<file path="config.mk">
export PLATFORM = sky130hd
export DESIGN_NAME = fir_inv
export DESIGN_NICKNAME = d
export VERILOG_FILES = /design/src/rtl/fir_pkg.sv /design/src/rtl/fir_inv_hist.sv /design/src/rtl/fir_inv.sv
export SDC_FILE = /design/constraint.sdc
export NUM_CORES = 1
export LEC_CHECK = 0
export BUFFER_PORTS_ARGS = -buffer_cell sky130_fd_sc_hd__buf_4
export CORE_MARGIN = 2
export CORE_UTILIZATION = 55
export CTS_BUF_LIST = sky130_fd_sc_hd__clkbuf_16
export DETAILED_ROUTE_END_ITERATION = 8
export PLACE_DENSITY = 0.75
export SLEW_MARGIN = 20
export SYNTH_ARGS = -nofsm -noshare
export SYNTH_HDL_FRONTEND = slang
export SYNTH_SLANG_ARGS = --single-unit
</file>
<file path="constraint.sdc">
create_clock -name clk -period 7.09 [get_ports clk]
set_input_delay 0.3545 -clock clk [delete_from_list [all_inputs] [get_ports clk]]
set_output_delay 0.3545 -clock clk [all_outputs]
set_load 0.005 [all_outputs]
</file>
<file path="src/rtl/fir_pkg.sv">
// Shared constants for the 6-tap symmetric FIR [1 2 3 3 2 1] and its exact inverse.
// Coefficients, tap counts and decoder state encodings are common to encoder and decoder.
package fir_pkg;

    localparam int TAPS = 6;
    localparam int HIST = TAPS - 1;

    // COEF[0] is the leading coefficient; it must stay 1 for the inverse to be exact.
    localparam int COEF [TAPS] = '{1, 2, 3, 3, 2, 1};

    // Largest coefficient the shift/add term builder supports (two partial products).
    localparam int COEF_MAX = 3;

    typedef enum logic [1:0] {
        ST_IDLE  = 2'd0,
        ST_RUN   = 2'd1,
        ST_STALL = 2'd2
    } fir_state_t;

    function automatic bit coef_uses_shift(input int idx);
        return (COEF[idx] & 2) != 0;
    endfunction

    function automatic bit coef_uses_plain(input int idx);
        return (COEF[idx] & 1) != 0;
    endfunction

endpackage

</file>
<file path="src/rtl/fir_inv_hist.sv">
// Five-entry history of recovered samples; h[0] is the newest.
// Shifts on every accepted sample; clear and reset both zero the whole line.
module fir_inv_hist
    import fir_pkg::*;
#(
    parameter int WIDTH = 32
) (
    input  logic                        clk,
    input  logic                        reset,
    input  logic                        clear,
    input  logic                        shift,
    input  logic [WIDTH-1:0]            din,
    output logic [HIST-1:0][WIDTH-1:0]  taps
);

    logic [WIDTH-1:0] h_reg [HIST];

    always_ff @(posedge clk or posedge reset) begin
        if (reset) begin
            for (int i = 0; i < HIST; i++) begin
                h_reg[i] <= '0;
            end
        end else if (clear) begin
            for (int i = 0; i < HIST; i++) begin
                h_reg[i] <= '0;
            end
        end else if (shift) begin
            for (int i = HIST - 1; i > 0; i--) begin
                h_reg[i] <= h_reg[i-1];
            end
            h_reg[0] <= din;
        end
    end

    genvar gi;
    generate
        for (gi = 0; gi < HIST; gi++) begin : g_tap
            assign taps[gi] = h_reg[gi];
        end
    endgenerate

endmodule

</file>
<file path="src/rtl/fir_inv.sv">
// Exact inverse of the [1 2 3 3 2 1] FIR: x_hat = y - sum(coef[k] * h[k]), modulo 2^WIDTH.
// One-deep output register with valid/ready handshake; accepts a new sample whenever it drains.
module fir_inv
    import fir_pkg::*;
#(
    parameter int WIDTH = 32,
    parameter int CNT_W = 16
) (
    input  logic             clk,
    input  logic             reset,
    input  logic             clear,
    input  logic [WIDTH-1:0] in_data,
    input  logic             in_valid,
    output logic             in_ready,
    output logic [WIDTH-1:0] out_data,
    output logic             out_valid,
    input  logic             out_ready,
    output logic [CNT_W-1:0] sample_cnt
);

    logic [HIST-1:0][WIDTH-1:0] taps;
    logic [WIDTH-1:0]           term [HIST];
    logic [WIDTH-1:0]           tap_sum;
    logic [WIDTH-1:0]           x_hat;
    logic                       in_xfer;
    logic                       out_xfer;

    fir_state_t       state_reg, state_next;
    logic             valid_reg, valid_next;
    logic [WIDTH-1:0] data_reg;
    logic [CNT_W-1:0] cnt_reg;

    // Each coefficient (<= 3) is built from at most a shifted copy plus a plain copy.
    genvar gi;
    generate
        for (gi = 0; gi < HIST; gi++) begin : g_term
            localparam bit USE_SHIFT = coef_uses_shift(gi + 1);
            localparam bit USE_PLAIN = coef_uses_plain(gi + 1);
            logic [WIDTH-1:0] part_shift;
            logic [WIDTH-1:0] part_plain;
            if (USE_SHIFT) begin : g_shift
                assign part_shift = taps[gi] << 1;
            end else begin : g_no_shift
                assign part_shift = '0;
            end
            if (USE_PLAIN) begin : g_plain
                assign part_plain = taps[gi];
            end else begin : g_no_plain
                assign part_plain = '0;
            end
            assign term[gi] = part_shift + part_plain;
        end
    endgenerate

    always_comb begin
        tap_sum = '0;
        for (int i = 0; i < HIST; i++) begin
            tap_sum = tap_sum + term[i];
        end
        x_hat = in_data - tap_sum;
    end

    assign in_ready = (!valid_reg || out_ready) && !clear;
    assign in_xfer  = in_valid && in_ready;
    assign out_xfer = valid_reg && out_ready;

    fir_inv_hist #(
        .WIDTH (WIDTH)
    ) u_hist (
        .clk   (clk),
        .reset (reset),
        .clear (clear),
        .shift (in_xfer),
        .din   (x_hat),
        .taps  (taps)
    );

    // IDLE is only re-entered by reset/clear; a drained output after a stream stays in RUN.
    always_comb begin
        state_next = state_reg;
        valid_next = valid_reg;
        if (clear) begin
            state_next = ST_IDLE;
            valid_next = 1'b0;
        end else if (in_xfer) begin
            state_next = ST_RUN;
            valid_next = 1'b1;
        end else begin
            if (out_xfer) begin
                valid_next = 1'b0;
            end
            if (state_reg != ST_IDLE) begin
                state_next = (valid_reg && !out_ready) ? ST_STALL : ST_RUN;
            end
        end
    end

    always_ff @(posedge clk or posedge reset) begin
        if (reset) begin
            state_reg <= ST_IDLE;
            valid_reg <= 1'b0;
        end else begin
            state_reg <= state_next;
            valid_reg <= valid_next;
        end
    end

    always_ff @(posedge clk or posedge reset) begin
        if (reset) begin
            data_reg <= '0;
            cnt_reg  <= '0;
        end else if (clear) begin
            data_reg <= '0;
            cnt_reg  <= '0;
        end else if (in_xfer) begin
            data_reg <= x_hat;
            if (cnt_reg != {CNT_W{1'b1}}) begin
                cnt_reg <= cnt_reg + CNT_W'(1);
            end
        end
    end

    assign out_data   = data_reg;
    assign out_valid  = valid_reg;
    assign sample_cnt = cnt_reg;

endmodule

</file>
# Word-level counts from Yosys, hierarchy flattened
# Cells that the tools add are included.
# word_totals
register_bits,209
latch_bits,0
mem_bits_rw,0
romBits,0
inputBits,37
out_inout_bits,50
elab_cells,37
mem_count,0
# op_classes
n_addsub,8
mul,0
n_div,0
order_cmp,0
n_eq_ne,1
shifts,0
muxes,10
bitwise,0
n_reduce_logical,10
# ops
op,count
$mux 160,2
$add 32x32->32,6
$mux 32,2
$mux 16,3
$sub 32x32->32,1
$add 16x1->16 const B,1
$ne 16x16->1 const B,1
$reduce_bool 2->1,2
$logic_and 1x1->1,3
$mux 1,3
$reduce_bool 3->1,1
$logic_not 1->1,2
$reduce_and 2->1,1
$logic_or 1x1->1,1

# Logic depth before layout (Yosys ltp)
# Gate-level depths: netlist (run 1).
# depth
word_depth,8
ltp_mapped,19
mapped_depth_nobuf,19

# Hierarchy
# Synthesis (run 1) repeated with hierarchy kept, for this count alone.
# unflattened
hier_cells,1474
area_unflattened_um2,15269.6
# modules_own_cells
module,instances,cells_per_inst,area_each_um2
fir_inv,1,957,8772.2
fir_inv_hist,1,517,6497.5

# Worst setup path after synthesis (run 1)
# Ideal clock, no wire load.
# synth_timing
path_type,register -> register
startpoint,"reg u_hist.h_reg, in the netlist u_hist.taps[32]"
endpoint,"reg data_reg[30], in the netlist out_data[30]"
setup_time_ns,0.126
arrival_ns,4.429
required_ns,6.964
slack_ns,2.535
path_stages_with_launch,19
synth_period_minus_slack_ns,4.555
cell_sequence,dfrtp_1 > inv_1 > fa_1 > fa_1 > inv_1 > fa_1 > inv_1 > fa_1 > inv_1 > fa_1 > and2b_1 > o2111ai_1 > a31oi_1 > o21ai_1 > a21oi_2 > a211oi_1 > o31ai_1 > xnor2_1 > o21ai_0
# synth_between
elab_chain_len,8
# synth_rtl
item,line_no,source
from (decl),fir_inv_hist.sv:16,logic [WIDTH-1:0] h_reg [HIST];
"from (signal, indexed assignment)",fir_inv_hist.sv:29,h_reg[i] <= h_reg[i-1];
$add 32x32->32,fir_inv.sv:51,assign term[gi] = part_shift + part_plain;
$add 32x32->32 (4 in a row),fir_inv.sv:58,tap_sum = tap_sum + term[i];
$sub 32x32->32,fir_inv.sv:60,x_hat = in_data - tap_sum;
$mux 32,fir_inv.sv:115,end else if (in_xfer) begin
$mux 32,fir_inv.sv:112,end else if (clear) begin
to (signal assigned),fir_inv.sv:116,data_reg <= x_hat;
to (decl),fir_inv.sv:30,logic [WIDTH-1:0] data_reg;
# Every way passes these cells. The select of a mux whose other input is x is not followed.
# A chain may end at the register's enable or synchronous reset.

# Final worst setup path (run 1)
# layout_timing
startpoint,"reg u_hist.h_reg, in the netlist u_hist.taps[64]"
endpoint,"reg data_reg[30], in the netlist out_data[30]"
# layout_between
elab_chain_len,7
# layout_rtl
item,line_no
$add 32x32->32,fir_inv.sv:51
$add 32x32->32 (3 in a row),fir_inv.sv:58
$sub 32x32->32,fir_inv.sv:60
$mux 32,fir_inv.sv:115
$mux 32,fir_inv.sv:112
# Every way passes these cells. The select of a mux whose other input is x is not followed.

==> metrics.cfg, run 1 <==
[yosys]
synth_commonest_cells=inv_1 (284), fa_1 (180), dfrtp_1 (177)
yosysMostFrequentCell=inv_1
synth_fa_ha_area_share_pct=30.5
yosys.area_share.simple_pct=9.75
syn_avg_cell_area_um2=9.99
synth_compound_area_share_pct=11.8
synth_top_family_by_area=adder cells
synth_xor_area_share_pct=3.27
ys_seq_area_share_pct=33.0
synth.area.mux_share_pct=0.0747
synth_area_um2=13400
synth_top_area_cell=dfrtp_1
netlist_instances=1342
async_flop_share_pct=100
synth-edff-count=0
yosysWarningCount=0
synth_top_area_share_pct=33.0
synth_flop_cell=dfrtp_1
syn-num-nets=1598
ys_ff_latch=177
synth.distinct_cells=54
yosys-top-cells-area=dfrtp_1 (33%), fa_1 (27%), inv_1 (8.0%), o31ai_1 (6.2%), nand2_1 (4.2%)

[layout]
finalNonFillerCells=1702
drive_gt1_share_pct=10.2
antennaDiodeCount=0
area_growth_syn_to_layout_pct=9.19
layout.nets=1621

[floorplanning]
core-area_um2=24100
dieArea_um2=25600
start_util_pct=55.6
die_w_um=160
io_pins=87
rows=57
die_h_um=160

[grt]
grt_pass1_vias=9414
grt.total_usage_pct=22.0
top_usage_layer=met2
grt_pass1_wl_mm=45.9
grt.met1_usage_pct=31.0
grt_overflow=0
gr-usage-met3_pct=3.71
antenna_found_initial=0
grt_max_degree=237
grt_use_met2_pct=36.6

[sta]
fin_crit_ps=4960
hold_slack_ps=151
setup_ws_ps=2130
clock.fmax_mhz=202
fin_skew_ps=9.76
drv_slew=0
fin_tns_setup_ps=0
hold_viol_final=0
setup_viol=0
rsz0062_at_grt=no
maxSlewHeadroom_pct=23.0
tightest_slew_ps=1160
fin_crit_sh_pct=69.9

[routing]
drt-vias-per-instance=5.31
ant_nets=0
route.detailed.drc=0
totalWireLength_mm=26.4
drt-pass1-iter-count=4
detail_route.wl_per_cell_um=15.5
vias=9040
drt_iter0_drc=649

[clock_network]
clk_latency_ps=430
htree_levels=4
clock_sinks=177
clkTransAtPathRegs_ps=70
cts_buffer_depth=2
cts_made_buffers=17
cts_setup_buffers=0
cts_root_buf=clkbuf_16
cts_tree=done

[critical_path]
endpoint_kind=flop
path_max_fanout=4
critPathKind=flop to flop
critical_path_required_ps=7390
cp-start-kind=flop
crit_arrival_ps=5260

[placed_design]
gp_congestion=0.844
dp_slack_ps=2140
dp.cells=1668
portBuffers=86
detailed_place_hpwl_mm=18.9

[pwr]
p_per_area_nw_per_um2=354
ir_worst_vdd_v=0.000211
p_leak_uw=0.00638

[run_status]
outcome=finished clean

[run]
maxCapViolCount=0

[min_path]
hold_path_class=input port to flop

==> power breakdown <==
group          switching (µW)  internal (µW)  leakage (µW)  total (µW)
Sequential               99.1           1100       0.00244        1200
Clock                     444            459      0.000259         903
Combinational            1740           1330       0.00368        3080
==> path summary, 6_finish.rpt <==
kind | cells after the start | slack (ps) | end | start
setup / recovery | 18 | 2130 | out_data[30] | u_hist.taps[64]
hold / removal | 3 | 150 | out_valid | in_valid
setup reg to reg | 18 | 2130 | out_data[30] | u_hist.taps[64]
hold reg to reg | 2 | 470 | u_hist.taps[159] | u_hist.taps[127]
max in group asynchronous | 4 | 5450 | u_hist.taps[78] | reset
min in group asynchronous | 3 | 440 | u_hist.taps[34] | reset
==> sequential cells by signal (all words and copies together) (netlist names) <==
name and count:
sample_cnt 16, out_valid 1, u_hist.taps 128, out_data 32
==> placed cells by master, fill, tap and decap left out, types with 3 or more instances in the layout <==
cell type / count
inv_1: 283
o21bai_1: 3
xor2_1: 22
a211oi_1: 4
or3_1: 4
o31ai_1: 111
o211ai_1: 5
nand3_1: 61
dfrtp_1: 177
clkinvlp_4: 5
a31oi_1: 3
nor3_1: 8
nand2b_1: 9
nand2_1: 150
a21o_1: 9
nor2_1: 27
buf_4: 90
and3_1: 5
clkbuf_16: 17
nand4_1: 9
a211o_1: 4
ha_1: 39
a21oi_1: 28
inv_6: 4
xnor2_1: 28
o21ai_0: 46
o21a_1: 3
fa_1: 180
==> final cells by class <==
cell class                 instances  area (µm²)
clock buffer                      17         425
clock inverter                    15         130
fill                            2015        9470
inverter                         285        1070
multi-input combinational        791        7440
sequential                       177        4430
tap                              324         405
timing repair buffer              93         733
==> metrics by stage <==
| stage | total power, µW | utilization (%) | area, µm² |
|---|---|---|---|
| 2_1_floorplan | 3630 | - | 13400 |
| 3_3_place_gp | 4200 | 58.2 | 14000 |
| 3_5_place_dp | 4260 | 58.2 | 14000 |
| 4_1_cts | 5200 | 60.6 | 14600 |
| 5_1_grt | 5660 | 60.7 | 14600 |
| 6_report | 5180 | 60.7 | 14600 |
==> metal layers <==
metal | vias up | wire (µm) | part of all wire [%]
met3 | 17 | 1060 | 4.0
met5 | - | 0 | 0
met4 | 0 | 267 | 1.0
met2 | 165 | 13100 | 50
met1 | 4596 | 12000 | 45
li1 | 4262 | - | -
==> worst max-delay path, stage by stage, from the launching register on <==
cell,delay [ps]
dfrtp_1,400
inv_1,120
fa_1,460
fa_1,550
inv_1,50
fa_1,470
inv_1,40
fa_1,500
inv_1,60
fa_1,390
and2b_1,230
o2111ai_1,130
a31oi_1,330
o21ai_1,170
a21oi_2,250
a211oi_1,130
o31ai_1,300
xnor2_1,150
o21ai_0,90
==> kinds of logic after synthesis <==
| logic type | Yosys count |
|---|---|
| compound gates | 231 |
| mux | 1 |
| xor+xnor | 50 |
| simple gates | 290 |
| buf+inv | 374 |
| fa+ha+maj | 219 |
| flops | 177 |
==> what timing repair did <==
action | CTS | global route
hold buffers | 0 | 1
endpoints found under the hold margin | 0 | 28
resized for setup | 0 | 0
No activity file was read; power rests on OpenSTA's default activity.
==> inputs of run 2 (changes only) <==
clock period = 4.68 ns   (was 7.09 ns; I/O delays follow)
==> metrics.cfg, run 2 (synthesis gave the netlist of run 1 again) <==
[run_status]
outcome=finished, violations left
violations=negative hold slack

[critical_path]
cp_num_cells=15
path_buf_inv=1
critical_path_required_ps=5000
crit_path_max_incr_delay_ps=560
critPathKind=flop to flop
cp_slowest_cell=fa_1
rr_worst_depth=15
crit_end=out_data[31]
r2r_slack_ps=1
path_max_fanout=5
r2r_start=u_hist.taps[81]
cp_cell_sequence=inv_2 -> fa_1 -> fa_1 -> fa_1 -> fa_1 -> ha_4 -> a21o_1 -> a21o_1 -> a21oi_2 -> o22ai_2 -> or4_1 -> a21o_1 -> a31oi_4 -> o21ai_2 -> a211o_1
startpoint=u_hist.taps[81]
crit_arrival_ps=5000
endpoint_kind=flop
path_common_cell=fa_1
r2r-end=out_data[31]
cp-start-kind=flop
cp_top_family=adder cells

[layout]
layout.nets=1648
final_common_cell=inv_1
final_util_pct=62.4
drive_gt1_share_pct=14.7
final_cell_mix=inv_1 (268), fa_1 (177), dfrtp_1 (177)
fillers=1995
finalNonFillerCells=1729
antennaDiodeCount=0
area_growth_syn_to_layout_pct=12.2
largest_reg_flops=128

[min_path]
hold_path_class=input port to asynchronous set/reset pin

[sta]
tightest_slew_ps=1040
maxSlewHeadroom_pct=30.5
setup_viol=0
clock.fmax_mhz=214
fin_crit_ps=4680
hold_slack_ps=-15.5
drv_slew=0
rsz0062_at_grt=yes
fin_crit_sh_pct=100
hold_viol_final=5
fin_skew_ps=13.7

[clock_network]
cts_tree=done
hold_buffers=0
htree_levels=4
clock_sinks=177
cts_buffer_depth=2
clk_latency_ps=440
cts_made_buffers=17
cts_root_buf=clkbuf_16
clkTransAtPathRegs_ps=80

[pwr]
p_leak_uw=0.00656
p_per_area_nw_per_um2=574
ir_worst_vdd_v=0.000314

[floorplanning]
core-area_um2=24100
start_util_pct=55.6
dieArea_um2=25600
rows=57
die_h_um=160
die_w_um=160
io_pins=87

[grt]
grt.total_usage_pct=22.8
grt_pass1_wl_mm=47.3
grt_max_degree=237
grt_pass1_vias=9649
grt_overflow=0
antenna_found_initial=0

[routing]
drt-vias-per-instance=5.36
detail_route.wl_per_cell_um=15.7
totalWireLength_mm=27.2
drt-pass1-iter-count=5
top_layer=met4
drt_iter0_drc=650
wl_met1_mm=12.1
ant_nets=0
vias=9262
wl_met2_mm=13.5
route.detailed.drc=0
met3_length_mm=1.20

[run]
maxCapViolCount=0

[placed_design]
gp_congestion=0.820
dp.cells=1685
portBuffers=86
detailed_place_hpwl_mm=19.2

run 2: worst min-delay path: cells and delay by family:
kind	cells	cell delay (ps)
buffers and inverters	3	690
run 2: cell type report:
class,instances,area [µm²],area share (%)
well taps,324,405,2.70
flip-flops and latches,177,4430,29.5
multi-input cells,791,7580,50.4
clock buffers,17,425,2.83
inverters,285,1070,7.14
repair buffers,120,926,6.16
clock inverters,15,190,1.27
run 2: worst min path at each step:
stage	cells past startpoint	to	startpoint
final	3	u_hist.taps[134]	reset
after global routing	3	out_valid	in_valid
after CTS	3	out_valid	in_valid
after detailed placement	2	u_hist.taps[114]	u_hist.taps[82]
after global placement	2	u_hist.taps[120]	u_hist.taps[88]
after floorplan	2	out_valid	in_valid
run 2: report_power, final:
part | switching, µW | internal, µW
clock network | 697 | 817
logic | 2870 | 2420
registers | 151 | 1660
total | 3720 | 4910
run 2: metal layers:
layer | GRT usage [%] | vias up
li1 | - | 4321
met1 | 31.3 | 4701
met2 | 37.5 | 211
met3 | 4.86 | 29
met4 | 6.10 | 0
met5 | 0 | -
run 2: what timing repair did:
| item | 4_1_cts | 5_1_grt |
|---|---|---|
| buffers inserted | 2 | 10 |
| setup endpoints to repair | 2 | 13 |
| pin swaps | 4 | 25 |
| gates resized for setup | 6 | 37 |
run 2: per-stage QoR:
| stage | hold slack (ps) | setup TNS, ps | worst slack, ps | cell area, µm² | total power, µW |
|---|---|---|---|---|---|
| after floorplan | 364 | 0 | 125 | 13400 | 5500 |
| after global placement | 452 | 0 | 82.1 | 14200 | 6540 |
| after detailed placement | 460 | -88.9 | -60.6 | 14200 | 6640 |
| after CTS | 18.2 | 0 | 4.92 | 14800 | 8240 |
| after global routing | 52.9 | -931 | -199 | 15000 | 9400 |
| final | -15.5 | 0 | 1.15 | 15000 | 8630 |
==> inputs of run 3 (changes only) <==
RECOVER_POWER = 100   (was default)
SYNTH_HIERARCHICAL = 1   (was default)
==> metrics.cfg, run 3 <==
[critical_path]
path_max_fanout=4
cp_top_family=adder cells
crit_arrival_ps=5330
critPathKind=flop to flop
rr_worst_depth=18
path_common_cell=fa_1
critical_path_required_ps=5080
cp_slowest_cell=fa_1
path_buf_inv=3
crit_path_max_incr_delay_ps=560
endpoint_kind=flop
cp-start-kind=flop
cp_num_cells=18
cp_cell_sequence=inv_2 -> fa_1 -> fa_1 -> inv_1 -> fa_1 -> fa_1 -> buf_6 -> fa_2 -> nor2b_4 -> o31a_1 -> o311a_1 -> o211a_4 -> or3_4 -> a31o_1 -> a21oi_2 -> xnor2_1 -> mux2i_1 -> nor2_1

[clock_network]
htree_levels=1
cts_buffer_depth=3
clock_sinks=209
cts_tree=done
cts_root_buf=clkbuf_16
clk_latency_ps=540
cts_made_buffers=26
clkTransAtPathRegs_ps=50

[pwr]
clkPwrFrac_pct=19.4
p_leak_uw=0.00814
p_switching_uw=4250
p_per_area_nw_per_um2=565
p_total_uw=10400
p_comb_share_pct=59.4
power_frac_seq_pct=21.2
p_int_uw=6180
switching_share_pct=40.8
ir_worst_vdd_v=0.000419

[sta]
hold_viol_final=0
setup_ws_ps=-249
fin_crit_ps=4930
drv_slew=130
setup_viol=23
maxSlewHeadroom_pct=-132
tightest_slew_ps=3470
fin_skew_ps=14.2
fin_crit_sh_pct=105
clock.fmax_mhz=203
rsz0062_at_grt=yes

[layout]
final_cell_mix=inv_1 (275), dfrtp_1 (209), nor2_1 (192)
largest_reg_flops=160
final_common_cell=inv_1
layout.nets=1921
antennaDiodeCount=0
area_growth_syn_to_layout_pct=20.9
drive_gt1_share_pct=20.8
stdcell_area_um2=18500

[grt]
antenna_found_initial=0
top_usage_layer=met2
grt.met1_usage_pct=32.9
gr-usage-met3_pct=2.80
grt.total_usage_pct=24.2
grt_overflow=0
grt_max_degree=103
grt_use_met2_pct=41.4
grt_pass1_vias=11506
grt_pass1_wl_mm=56.5

[yosys]
ys_ff_latch=209
synth_top_area_cell=dfrtp_1
yosysMostFrequentCell=inv_1
synth_commonest_cells=inv_1 (291), dfrtp_1 (209), nor2_1 (196)
yosysWarningCount=6
yosys-top-cells-area=dfrtp_1 (34%), fa_1 (24%), mux2i_1 (11%), inv_1 (7.2%), nor2_1 (4.8%)
syn_avg_cell_area_um2=10.4
synth_area_um2=15300
synth.distinct_cells=61
synth-edff-count=0
synth_flop_cell=dfrtp_1
synth_top_area_share_pct=34.3
ys_seq_area_share_pct=34.3
netlist_instances=1474
syn-num-nets=1730
async_flop_share_pct=100

[routing]
vias=10824
route.detailed.drc=0
drt_iter0_drc=705
totalWireLength_mm=34.8
drt-pass1-iter-count=5
drt-vias-per-instance=5.27
detail_route.wl_per_cell_um=16.9
ant_nets=0

[placed_design]
place_area_um2=16900
portBuffers=86
detailed_place_hpwl_mm=24.0
dp_slack_ps=-234
gp_congestion=0.880

[run_status]
violations=max-capacitance violations, max-slew violations, negative setup slack
outcome=finished, violations left

[min_path]
hold_path_class=input port to flop
hold_depth=3

[floorplanning]
core-area_um2=27100
start_util_pct=56.3
io_pins=87
dieArea_um2=29100
die_h_um=171
die_w_um=171
rows=60

[run]
maxCapViolCount=2

[run 3: kinds of logic (layout without fill, tap and decap cells)]
kind of cell,count (synthesis),after routing,share of synthesized area (%)
AND/OR/NAND/NOR,352,352,10.1
buffers and inverters,349,555,9.77
adder cells (fa/ha/maj),219,219,26.8
flip-flops,209,209,34.3
multiplexers,161,161,10.6
AO/OA/AOI/OAI,135,135,5.74
XOR/XNOR,49,49,2.81
[run 3: per-stage QoR]
stage	hold slack [ps]	setup TNS, ps	util [%]	std cells
final	13.7	-2660	68.1	2052
after global routing	46.3	-6500	68.1	2052
after CTS	0.860	-923	66.6	2040
after detailed placement	215	-2320	62.3	1987
after global placement	217	-955	62.3	1987
after floorplan	400	0	-	1474
[run 3: path summary, 6_finish.rpt]
kind | startpoint | end | slack [ps]
setup / recovery | u_hist/taps[96] | u_hist/taps[30] | -250
hold / removal | in_valid | out_valid | 10
setup reg to reg | u_hist/taps[96] | u_hist/taps[30] | -250
hold reg to reg | u_hist/taps[135] | u_hist/taps[135] | 520
max in group asynchronous | reset | u_hist/taps[2] | 790
min in group asynchronous | reset | out_data[11] | 240
[run 3: area by class of cell]
class	instances	area (µm²)
Tap cell	372	465
Fill cell	1971	8640
Clock inverter	16	166
Multi-Input combinational cell	916	9160
Sequential cell	209	5230
Inverter	291	1090
Timing Repair Buffer	221	1670
Clock buffer	27	676
[run 3: power by group through the flow]
| stage | sequential (µW) | combinational [µW] | clock, µW |
|---|---|---|---|
| 4_1_cts | 2210 | 5310 | 2060 |
| 2_1_floorplan | 2170 | 3240 | 0 |
| 5_1_grt | 2230 | 6690 | 2140 |
| 3_5_place_dp | 2230 | 4830 | 0 |
| 3_3_place_gp | 2230 | 4730 | 0 |
| 6_report | 2210 | 6200 | 2030 |
[run 3: repair_timing]
item                                    in CTS  in global routing
hold buffers                                 2                  0
endpoints found under the hold margin       98                  0
resized for setup                           53                 75
buffers inserted                             8                 14
pin swaps                                   34                 48
endpoints found under the setup margin      26                 40
[run 3: worst register-to-register path, stage by stage, from the launching register on]
cell and delay (ps):
dfrtp_1 360, inv_2 50, fa_1 510, fa_1 560
inv_1 50, fa_1 460, fa_1 550, buf_6 120
fa_2 230, nor2b_4 50, o31a_1 280, o311a_1 350
o211a_4 270, or3_4 350, a31o_1 190, a21oi_2 130
xnor2_1 70, mux2i_1 150, nor2_1 60
[run 3: metal layers]
layer / vias up / share of wire [%]
met4: 0 / 3.2
met2: 254 / 51
met3: 86 / 3.8
li1: 4999 / -
met5: - / 0
met1: 5485 / 42
